### config.mk
export PLATFORM = sky130hd
export DESIGN_NAME = axis_route_scheduler_flat
export DESIGN_NICKNAME = d
export VERILOG_FILES = /design/src/rtl/axis_route_scheduler_if.sv /design/src/rtl/axis_route_scheduler.sv /design/src/flat_wrapper.sv
export SDC_FILE = /design/constraint.sdc
export NUM_CORES = 1
export LEC_CHECK = 0
export BUFFER_PORTS_ARGS = -buffer_cell sky130_fd_sc_hd__buf_2
export CAP_MARGIN = 10
export CELL_PAD_IN_SITES_DETAIL_PLACEMENT = 1
export CELL_PAD_IN_SITES_GLOBAL_PLACEMENT = 1
export CORE_ASPECT_RATIO = 1.75
export CORE_UTILIZATION = 48
export CTS_CLUSTER_DIAMETER = 50
export DETAILED_ROUTE_END_ITERATION = 8
export PLACE_DENSITY_LB_ADDON = 0.1
export SLEW_MARGIN = 20
export SYNTH_ARGS = -nofsm -noshare
export SYNTH_HDL_FRONTEND = slang
export SYNTH_SLANG_ARGS = --single-unit
### constraint.sdc
create_clock -name clk -period 4.8 [get_ports clk]
set_input_delay 0.24 -clock clk [delete_from_list [all_inputs] [get_ports clk]]
set_output_delay 0.24 -clock clk [all_outputs]
set_load 0.01 [all_outputs]
### src/rtl/axis_route_scheduler_if.sv
`default_nettype none
// ============================================================================
//  Module  : axis_route_scheduler_if
//  Purpose : Route-configuration handshake plus the snooped per-source AXIS
//            handshake bits seen by the route scheduler.
//  Rev     : 1.0  initial release
// ============================================================================
interface axis_route_scheduler_if #(
  parameter int C_S_STREAM_NUM = 8,
  parameter int C_M_STREAM_NUM = 8,
  parameter int C_SRC_IDX_W    = 3
);
  logic                      cfg_wr;
  logic [C_SRC_IDX_W-1:0]    cfg_src;
  logic [C_M_STREAM_NUM-1:0] cfg_bmp;
  logic                      cfg_ack;
  logic                      cfg_err;
  logic [C_S_STREAM_NUM-1:0] s_tvalid;
  logic [C_S_STREAM_NUM-1:0] s_tuser;
  logic [C_S_STREAM_NUM-1:0] s_tready;

  // Register file / stream side drives requests and snooped handshakes
  modport master (
    output cfg_wr, cfg_src, cfg_bmp, s_tvalid, s_tuser, s_tready,
    input  cfg_ack, cfg_err
  );

  // Scheduler side
  modport slave (
    input  cfg_wr, cfg_src, cfg_bmp, s_tvalid, s_tuser, s_tready,
    output cfg_ack, cfg_err
  );
endinterface
`default_nettype wire

### src/rtl/axis_route_scheduler.sv
`default_nettype none
// ============================================================================
//  Module  : axis_route_scheduler
//  Purpose : Holds per-source destination bitmaps for the AXIS pixel
//            interconnector. New routes are validated, parked in a shadow
//            register and switched live only on a start-of-frame boundary.
//  Rev     : 1.0  initial release
// ============================================================================
module axis_route_scheduler #(
  parameter int C_S_STREAM_NUM = 8,
  parameter int C_M_STREAM_NUM = 8,
  parameter int C_ONE2MANY     = 0,
  parameter int C_SRC_IDX_W    = 3
) (
  input  wire logic                                     clk,
  input  wire logic                                     reset,
  axis_route_scheduler_if.slave                         bus,
  output logic [C_S_STREAM_NUM*C_M_STREAM_NUM-1:0]      s_dst_bmp,
  output logic [C_S_STREAM_NUM-1:0]                     pending
);

  localparam logic [C_M_STREAM_NUM-1:0] C_BMP_ONE = C_M_STREAM_NUM'(1);

  logic [C_M_STREAM_NUM-1:0] r_active [C_S_STREAM_NUM];
  logic [C_M_STREAM_NUM-1:0] r_shadow [C_S_STREAM_NUM];
  logic [C_S_STREAM_NUM-1:0] r_pending;
  logic                      r_ack;
  logic                      r_err;

  logic                      w_src_ok;
  logic                      w_bmp_ok;
  logic                      w_conflict;
  logic                      w_accept;
  logic [C_M_STREAM_NUM-1:0] w_busy;
  logic [C_S_STREAM_NUM-1:0] w_sof;
  logic [C_S_STREAM_NUM-1:0] w_commit;

  // Validate the incoming request against the pre-update route state; a
  // destination owned live or in-flight by any other source is off limits
  always_comb begin
    w_src_ok = (int'(bus.cfg_src) < C_S_STREAM_NUM);
    w_bmp_ok = (C_ONE2MANY != 0) || ((bus.cfg_bmp & (bus.cfg_bmp - C_BMP_ONE)) == '0);
    w_busy   = '0;
    for (int j = 0; j < C_S_STREAM_NUM; j++) begin
      if (j != int'(bus.cfg_src)) begin
        w_busy = w_busy | r_active[j] | (r_pending[j] ? r_shadow[j] : '0);
      end
    end
    w_conflict = ((bus.cfg_bmp & w_busy) != '0);
    w_accept   = bus.cfg_wr & w_src_ok & w_bmp_ok & ~w_conflict;
  end

  generate
    for (genvar i = 0; i < C_S_STREAM_NUM; i++) begin : g_src
      assign w_sof[i] = bus.s_tvalid[i] & bus.s_tuser[i];
      // Detached sources switch immediately; otherwise wait for an SOF
      // handshake, or for an SOF alone when the new route parks the source
      assign w_commit[i] = r_pending[i] &
                           ((r_active[i] == '0) |
                            (w_sof[i] & bus.s_tready[i]) |
                            ((r_shadow[i] == '0) & w_sof[i]));
      // Present the new route on the SOF beat itself so no beat is lost
      assign s_dst_bmp[i*C_M_STREAM_NUM +: C_M_STREAM_NUM] =
        (r_pending[i] & w_sof[i]) ? r_shadow[i] : r_active[i];
    end
  endgenerate

  // Route state: commit first, then a same-cycle accepted write re-arms the
  // shadow so the freshly committed route and the next request both survive
  always_ff @(posedge clk) begin
    if (reset) begin
      for (int i = 0; i < C_S_STREAM_NUM; i++) begin
        r_active[i] <= '0;
        r_shadow[i] <= '0;
      end
      r_pending <= '0;
    end else begin
      for (int i = 0; i < C_S_STREAM_NUM; i++) begin
        if (w_commit[i]) begin
          r_active[i]  <= r_shadow[i];
          r_pending[i] <= 1'b0;
        end
        if (w_accept && (int'(bus.cfg_src) == i)) begin
          r_shadow[i]  <= bus.cfg_bmp;
          r_pending[i] <= 1'b1;
        end
      end
    end
  end

  // One-cycle registered response to each write request
  always_ff @(posedge clk) begin
    if (reset) begin
      r_ack <= 1'b0;
      r_err <= 1'b0;
    end else begin
      r_ack <= w_accept;
      r_err <= bus.cfg_wr & ~w_accept;
    end
  end

  assign bus.cfg_ack = r_ack;
  assign bus.cfg_err = r_err;
  assign pending     = r_pending;

endmodule
`default_nettype wire

### src/flat_wrapper.sv
// flat-port wrapper written by rule: the top's interface ports become plain ports
module axis_route_scheduler_flat 
#(
  parameter int C_S_STREAM_NUM = 8,
  parameter int C_M_STREAM_NUM = 8,
  parameter int C_ONE2MANY     = 0,
  parameter int C_SRC_IDX_W    = 3
)
  (clk, reset, s_dst_bmp, pending, bus_cfg_wr, bus_cfg_src, bus_cfg_bmp, bus_s_tvalid, bus_s_tuser, bus_s_tready, bus_cfg_ack, bus_cfg_err);
  axis_route_scheduler_if #(.C_S_STREAM_NUM(C_S_STREAM_NUM), .C_M_STREAM_NUM(C_M_STREAM_NUM), .C_SRC_IDX_W(C_SRC_IDX_W)) bus_i ();
  input  wire logic clk;
  input  wire logic reset;
  output logic [C_S_STREAM_NUM*C_M_STREAM_NUM-1:0] s_dst_bmp;
  output logic [C_S_STREAM_NUM-1:0] pending;
  input wire logic [$bits(bus_i.cfg_wr)-1:0] bus_cfg_wr;
  input wire logic [$bits(bus_i.cfg_src)-1:0] bus_cfg_src;
  input wire logic [$bits(bus_i.cfg_bmp)-1:0] bus_cfg_bmp;
  input wire logic [$bits(bus_i.s_tvalid)-1:0] bus_s_tvalid;
  input wire logic [$bits(bus_i.s_tuser)-1:0] bus_s_tuser;
  input wire logic [$bits(bus_i.s_tready)-1:0] bus_s_tready;
  output wire logic [$bits(bus_i.cfg_ack)-1:0] bus_cfg_ack;
  output wire logic [$bits(bus_i.cfg_err)-1:0] bus_cfg_err;
  assign bus_i.cfg_wr = bus_cfg_wr;
  assign bus_i.cfg_src = bus_cfg_src;
  assign bus_i.cfg_bmp = bus_cfg_bmp;
  assign bus_i.s_tvalid = bus_s_tvalid;
  assign bus_i.s_tuser = bus_s_tuser;
  assign bus_i.s_tready = bus_s_tready;
  assign bus_cfg_ack = bus_i.cfg_ack;
  assign bus_cfg_err = bus_i.cfg_err;
  axis_route_scheduler #(.C_S_STREAM_NUM(C_S_STREAM_NUM), .C_M_STREAM_NUM(C_M_STREAM_NUM), .C_ONE2MANY(C_ONE2MANY), .C_SRC_IDX_W(C_SRC_IDX_W)) u_core (.clk(clk), .reset(reset), .bus(bus_i), .s_dst_bmp(s_dst_bmp), .pending(pending));
endmodule
=== Yosys cells after proc, flatten, opt, wreduce, memory -nomap -nowiden ===
Memories as Yosys holds them, arrays and structs flattened.
Cells that the tools add are included.

* Memories: 2
* Memory bits (writable): 128
* Output and inout port bits: 74
* Register bits after elaboration: 10
* Bits of input ports: 38

* $add $sub $neg: 1
* Equal/unequal tests: 14
* Reductions and logical operators: 36
* Bitwise logic cells: 94
* Multiplexer cells: 106

{| class="wikitable"
|+ Memories
! name !! words !! width !! rd ports !! clocked after Yosys merged registers in !! write ports !! RTL line !! RTL
|-
| u_core.r_active || 8 || 8 || 8 || 0 || 8 || axis_route_scheduler.sv:24 || <nowiki>logic [C_M_STREAM_NUM-1:0] r_active [C_S_STREAM_NUM];</nowiki>
|-
| u_core.r_shadow || 8 || 8 || 8 || 0 || 8 || axis_route_scheduler.sv:25 || <nowiki>logic [C_M_STREAM_NUM-1:0] r_shadow [C_S_STREAM_NUM];</nowiki>
|}

{| class="wikitable"
|+ Operator list
! cell !! count
|-
| $mux 8 || 40
|-
| $logic_not 8->1 || 17
|-
| $or 8x8->8 || 15
|-
| $mux 1 || 66
|-
| $and 1x1->1 || 43
|-
| $or 1x1->1 || 32
|-
| $and 8x8->8 || 2
|-
| $reduce_bool 2->1 || 8
|-
| $eq 3x3->1 const B || 4
|-
| $ne 3x3->1 const A || 4
|-
| $logic_and 1x1->1 || 8
|-
| $reduce_bool 8->1 || 1
|-
| $sub 8x1->8 const B || 1
|-
| $eq 3x2->1 const B || 2
|-
| $ne 2x3->1 const A || 2
|-
| $eq 3x1->1 const B || 1
|-
| $logic_not 3->1 || 1
|-
| $ne 1x3->1 const A || 1
|-
| $reduce_bool 3->1 || 1
|-
| $not 1->1 || 2
|}

=== Depth between registers and ports, before layout ===
Gate-level depths: netlist of the first run.
An unclocked memory read counts as a cell.

* Depth in word-level cells: 34
* Mapped depth: 10

=== Worst setup path before layout of the first run ===
OpenSTA, ideal clock, no wires.

* Path type: input -> register
* From: input bus_cfg_bmp[2]
* To: memory u_core.r_shadow[3][0], in the netlist u_core.r_shadow[0][24] (enable)
* Stages: 8
* Slack: 2.016 ns
* Arrival time: 2.409 ns
* Data required time: 4.425 ns
* Setup time: 0.375 ns
* Cells stage by stage: or3_1 or3_1 nor3_1 nand2_1 a2111oi_2 o211ai_1 clkbuf_1 o21bai_1

{| class="wikitable"
|+ RTL lines
! item !! RTL line !! RTL
|-
| from (decl) || flat_wrapper.sv:17 || <nowiki>input wire logic [$bits(bus_i.cfg_bmp)-1:0] bus_cfg_bmp;</nowiki>
|-
| to (decl) || axis_route_scheduler.sv:25 ||
|}

==> qor.yml, run 1 <==
setup_path:
  cp-start-kind: "flop"
  endpoint_kind: "flop"
  r2r_slack_ns: 1.47
  crit_slowest_cell: "o21bai_1"
  r2r_start: "u_core.pending[0]$_SDFFE_PP0P_"
  worstPathMaxFanout: 64
  crit_type: "flop to flop"
  slowest_delay_ns: 0.69
  cp_cell_sequence: "a21oi_1, o22ai_1, o41ai_2, nand2_1, a2111oi_2, o211ai_1, buf_4, o21bai_1"
  ff2ff_path_depth: 8
  cp.arrival_ns: 3.38
  reg2reg_to: "u_core.r_shadow[0][9]$_SDFFCE_PN0P_"
  worst_ep_required_time_ns: 4.85
worst_hold_path:
  holdCritPathClass: "primary input to flop"
  whs_endpoint: "u_core.bus.cfg_err$_SDFF_PP0_"
  holdCritStartpoint: "bus_cfg_wr"
  hold-path-cell-count: 2
die:
  start_util: 0.496
  ios: 112
  dieArea_um2: 15500
  rows: 58
  fp.coreArea_um2: 14500
  die_height_um: 164
  die_x_um: 94.5
synth:
  ys_top_cells_by_count: "edfxtp_1, a21oi_1, mux2_2"
  synth_area_per_cell_um2: 11.6
  synth_area_leader_cell: "edfxtp_1"
  syn-cell-area_um2: 7190
  post-synth-top-area-fraction: 0.534
  synth-edff-count: 128
  yosysMostFrequentCell: "edfxtp_1"
  synth_warnings: 0
  synthArstFlopShare: 0
  ys_top_cells_by_area: "edfxtp_1, mux2_2, a21oi_1"
  netlist_instances: 620
  yosysUniqueCellTypes: 43
  yosys_most_used_dff: "edfxtp_1"
  synth-seq-cells: 138
  synth_nets: 658
  yosysSeqAreaShare: 0.562
place:
  place_congestion: 0.978
  numPortBuffers: 111
  dp_slack_ns: 1.25
  dp_hpwl_mm: 16.3
grt:
  overflow: 0
  grt_usage: 0.289
  grt_pass1_vias: 5630
  grt_max_degree: 65
  grt_antenna_before_repair: 0
  grt_first_pass_wirelength_mm: 32.5
clock_tree:
  cts_resized: 0
  cts_buffers: 17
  clock_sinks: 138
  clk_pin_slew_ns: 0.06
  cts_buffer_depth: 2
  htree_levels: 4
  insertion_delay_ns: 0.42
  tritoncts: "done"
  cts-root-buf: "clkbuf_16"
  hold_buffers: 0
  postCtsSetupBuffers: 0
timing:
  fin_worst_skew_ns: 0.0105
  final.setup.tns_ns: 0
  fin_crit_sh: 0.694
  worst_pin_slew_ns: 0.787
  hold_viol: 0
  setup_violations: 0
  setup_ws_ns: 1.47
  period_minus_slack_ns: 3.33
  worst_slew_margin_rel: 0.474
  rsz0062_at_grt: "no"
  slew_violations: 0
  clock.fmax_ghz: 0.300
detailed_routing:
  postRouteAntennaNets: 0
  dr.first_iter.drc_count: 428
  routedWlPerCell_um: 24.2
  route.detailed.drc: 0
  routed_wirelength_mm: 22.0
  dr.pass1.iters: 5
  vias_per_cell: 6.09
  dr_total_vias: 5546
layout:
  num_antenna_cells: 0
  syn2layout_area_growth_pct: 16.7
  fin_nets: 755
  nFillCells: 1577
  drive_above_1_share: 0.312
  post-route-util: 0.578
pwr:
  irDropWorstVdd_uv: 243
  power.density_nw_per_um2: 348
  p_leak_nw: 3.13
job:
  max-cap-violations: 0
run_status:
  status: "completed"
sequential cells by signal, indices dropped and copies added, names as in the netlist:
signal / cells
u_core.r_active: 64
u_core.bus.cfg_ack: 1
u_core.pending: 8
u_core.bus.cfg_err: 1
u_core.r_shadow: 64
cell families (layout without fill, tap and decap cells):
group / Yosys count / in the layout / synth area share
AND/OR/NAND/NOR: 225 / 225 / 0.185
AO/OA/AOI/OAI: 140 / 140 / 0.118
flip-flops: 138 / 138 / 0.562
multiplexers: 64 / 64 / 0.100
buffers and inverters: 53 / 163 / 0.0338
metrics by stage:
stage	area (µm²)	total power [W]	instances	hold WS, ns
6_report	8390	0.00292	910	0.117
3_5_place_dp	7820	0.00166	878	0.535
2_1_floorplan	7190	0.00155	620	0.396
3_3_place_gp	7820	0.00165	878	0.531
5_1_grt	8390	0.00299	910	0.126
4_1_cts	8390	0.00293	910	0.103
report_power, final:
group / internal (W) / total, W / leakage [nW] / switching [W]
Clock: 0.000766 / 0.00128 / 0.275 / 0.000518
Sequential: 0.00137 / 0.00142 / 1.39 / 0.0000513
Combinational: 0.0000821 / 0.000220 / 1.47 / 0.000138
Total: 0.00221 / 0.00292 / 3.13 / 0.000707
critical path, delay by kind of cell, from the launching register on:
family	cells	cell delay (ns)
flip-flops	1	0.43
AND/OR/NAND/NOR	1	0.11
AO/OA/AOI/OAI	6	2.02
buffers and inverters	1	0.38
worst max-delay path by stage:
| stage | endpoint | cells after the start | startpoint |
|---|---|---|---|
| 3_3_place_gp | u_core.r_shadow[0][29]$_SDFFCE_PN0P_ | 9 | bus_cfg_src[1] |
| 3_5_place_dp | u_core.r_shadow[0][31]$_SDFFCE_PN0P_ | 9 | bus_cfg_src[1] |
| 5_1_grt | u_core.r_shadow[0][9]$_SDFFCE_PN0P_ | 8 | u_core.pending[0]$_SDFFE_PP0P_ |
| 2_1_floorplan | u_core.r_shadow[0][24]$_SDFFCE_PN0P_ | 8 | bus_cfg_bmp[2] |
| 4_1_cts | u_core.r_shadow[0][9]$_SDFFCE_PN0P_ | 8 | u_core.pending[0]$_SDFFE_PP0P_ |
| 6_report | u_core.r_shadow[0][9]$_SDFFCE_PN0P_ | 8 | u_core.pending[0]$_SDFFE_PP0P_ |
area by class of cell:
| class | count | area [µm²] | area share |
|---|---|---|---|
| repair buffers | 115 | 586 | 0.0698 |
| clock inverters | 14 | 145 | 0.0173 |
| flip-flops and latches | 138 | 4040 | 0.482 |
| multi-input cells | 429 | 2910 | 0.346 |
| well taps | 180 | 225 | 0.0268 |
| inverters | 16 | 60.1 | 0.00715 |
| clock buffers | 18 | 429 | 0.0511 |
layout by cell type, fill, tap and decap left out, types with 3 or more instances in the layout:
| cell | count |
|---|---|
| a21oi_1 | 73 |
| and2_1 | 48 |
| and3b_1 | 4 |
| buf_2 | 111 |
| buf_4 | 4 |
| clkbuf_16 | 17 |
| clkinv_2 | 3 |
| clkinvlp_4 | 3 |
| dfxtp_1 | 10 |
| edfxtp_1 | 128 |
| inv_1 | 16 |
| inv_6 | 4 |
| mux2_2 | 64 |
| nand2_1 | 7 |
| nand2b_1 | 8 |
| nand3_1 | 9 |
| nand3b_1 | 3 |
| nand4_1 | 6 |
| nor2_1 | 27 |
| nor2b_1 | 22 |
| nor3_1 | 42 |
| nor3_2 | 10 |
| nor3b_2 | 3 |
| nor4_1 | 27 |
| o21ai_0 | 9 |
| o21bai_1 | 8 |
| o22a_1 | 3 |
| o22ai_1 | 25 |
| o31ai_1 | 5 |
| o32ai_1 | 5 |
| or2_2 | 3 |
| or3_1 | 3 |
layer usage:
| layer | routed length (µm) | track usage |
|---|---|---|
| met2 | 12000 | 0.526 |
| met5 | 0 | 0 |
| met3 | 1030 | 0.0519 |
| met4 | 682 | 0.114 |
| met1 | 8320 | 0.329 |
No activity file was read; power rests on OpenSTA's default activity.
==> inputs of run 2 (changes only) <==
- CORE_UTILIZATION: 48 -> 41
- clock period: 4.8 -> 2.8 ns (I/O delays scaled with it)
==> run 2 against run 1 <==
Effect of this change: critical endpoint is now u_core.r_shadow[0][21]$_SDFFCE_PN0P_; total power rose by 76%; combinational power rose by 87%; sequential share of layout area fell by 2.3 points; register-to-register slack got worse by 1.4 ns; flip-flop and latch count did not move; clock power rose by 79%; first-iteration DRC count fell by 35%; largest cell class unchanged.
==> qor.yml, run 2 (synthesis gave the netlist of run 1 again) <==
detailed_routing:
  dr.first_iter.drc_count: 279
  postRouteAntennaNets: 0
  dr_total_vias: 5849
  vias_per_cell: 5.87
  dr.pass1.iters: 4
  routed_wirelength_mm: 23.6
  route.detailed.drc: 0
  routedWlPerCell_um: 23.7
layout:
  seq_area_um2: 4040
  multi_input_area_um2: 2960
  drive_above_1_share: 0.362
  nFillCells: 1887
  fin_nets: 795
  syn2layout_area_growth_pct: 22.7
  final_cell_mix: "edfxtp_1, buf_2, mux2_2, a21oi_1, and2_1"
  num_antenna_cells: 0
  final_common_cell: "edfxtp_1"
  final_cell_area_um2: 8820
timing:
  fin_crit_sh: 0.971
  rsz0062_at_grt: "yes"
  hold_viol: 0
  setup_violations: 0
  clock.fmax_ghz: 0.368
  worst_pin_slew_ns: 0.873
  worst_slew_margin_rel: 0.414
  fin_worst_skew_ns: 0.0103
  hold_ws_ns: 0.0200
  slew_violations: 0
  period_minus_slack_ns: 2.72
setup_path:
  crit_buf_inv: 2
  crit_type: "flop to flop"
  cp_cell_sequence: "a21oi_2, o22ai_1, o41ai_2, nand2_1, a2111oi_4, o211ai_1, buf_4, o21bai_1, buf_4"
  cp.arrival_ns: 2.86
  cp_top_family: "compound AO/OA/AOI/OAI gates"
  crit_top_cell: "buf_4"
  cp-start-kind: "flop"
  endpoint_kind: "flop"
  crit_slowest_cell: "edfxtp_1"
  worst_ep_required_time_ns: 2.94
  worstPathMaxFanout: 15
  slowest_delay_ns: 0.45
pwr:
  p_int_w: 0.00383
  netSwitchingFraction: 0.253
  irDropWorstVdd_uv: 394
  p_switching_w: 0.00130
  p_clk_frac: 0.446
  p_leak_nw: 3.33
  power.density_nw_per_um2: 582
  seq_power_share: 0.474
  p_comb_frac: 0.080
grt:
  grt_usage: 0.274
  grt_pass1_vias: 6104
  grt_max_degree: 33
  overflow: 0
  grt_first_pass_wirelength_mm: 35.8
  grtUsageMet2: 0.500
  grt_antenna_before_repair: 0
  globalRoute.busiestLayer: "met2"
  use_met1: 0.298
  use_met3: 0.0521
clock_tree:
  cts_buffers: 17
  tritoncts: "done"
  insertion_delay_ns: 0.43
  htree_levels: 4
  cts-root-buf: "clkbuf_16"
  clock_sinks: 138
  clk_pin_slew_ns: 0.07
  cts_buffer_depth: 2
die:
  die_x_um: 102
  dieArea_um2: 18100
  die_height_um: 177
  fp.coreArea_um2: 17000
  start_util: 0.422
  rows: 63
  ios: 112
place:
  dp_hpwl_mm: 17.7
  numPortBuffers: 111
  place_area_um2: 8160
  place_congestion: 0.970
job:
  max-cap-violations: 0
worst_hold_path:
  holdCritPathClass: "primary input to flop"
run_status:
  status: "completed"
-- run 2: worst paths after layout --
path | startpoint | endpoint | slack (ns) | cells after the start
setup / recovery | u_core.r_shadow[0][63]$_DFFE_PP_ | u_core.r_shadow[0][21]$_SDFFCE_PN0P_ | 0.08 | 9
hold / removal | bus_cfg_wr | u_core.bus.cfg_err$_SDFF_PP0_ | 0.02 | 2
setup reg to reg | u_core.r_shadow[0][63]$_DFFE_PP_ | u_core.r_shadow[0][21]$_SDFFCE_PN0P_ | 0.08 | 9
hold reg to reg | u_core.pending[0]$_SDFFE_PP0P_ | u_core.pending[0]$_SDFFE_PP0P_ | 0.54 | 2
-- run 2: power by group through the flow --
| stage | Sequential (W) | Clock (W) | Combinational [W] |
|---|---|---|---|
| floorplan | 0.00243 | 0 | 0.000225 |
| global placement | 0.00247 | 0 | 0.000391 |
| detailed placement | 0.00247 | 0 | 0.000401 |
| CTS | 0.00243 | 0.00232 | 0.000405 |
| global route | 0.00244 | 0.00239 | 0.000440 |
| finish | 0.00243 | 0.00229 | 0.000411 |
-- run 2: repair_timing --
action                                  CTS  global route
pin swaps                                 0             1
hold buffers                              0             0
buffers inserted                          0             2
resized for setup                         1            10
endpoints found under the setup margin    8            78
-- run 2: worst register-to-register path, stage by stage, from the launching register on --
cell and delay (ns):
edfxtp_1 0.45, a21oi_2 0.19, o22ai_1 0.14, o41ai_2 0.39, nand2_1 0.14, a2111oi_4 0.36, o211ai_1 0.18, buf_4 0.22
o21bai_1 0.17, buf_4 0.20
-- run 2: stage by stage --
stage | TNS [ns] | std cells | total power (W) | setup slack (ns) | utilization
6_report | 0 | 997 | 0.00513 | 0.0800 | 0.518
3_3_place_gp | 0 | 963 | 0.00286 | 0.0900 | 0.479
4_1_cts | 0 | 995 | 0.00515 | 0.00482 | 0.514
3_5_place_dp | -0.133 | 963 | 0.00287 | -0.0160 | 0.479
5_1_grt | -0.166 | 997 | 0.00527 | -0.0216 | 0.518
2_1_floorplan | 0 | 620 | 0.00266 | 0.116 | -
-- run 2: per-layer routing --
layer	part of all wire	routed length [µm]
met5	0	0
met4	0.037	881
met3	0.049	1160
met2	0.55	13000
met1	0.36	8530
-- run 2: area by class of cell --
cell class / instances / share of cell area
Multi-Input combinational cell: 429 / 0.335
Tap cell: 227 / 0.0322
Inverter: 16 / 0.00681
Timing Repair Buffer: 155 / 0.100
Sequential cell: 138 / 0.458
Clock inverter: 14 / 0.0182
Clock buffer: 18 / 0.0487
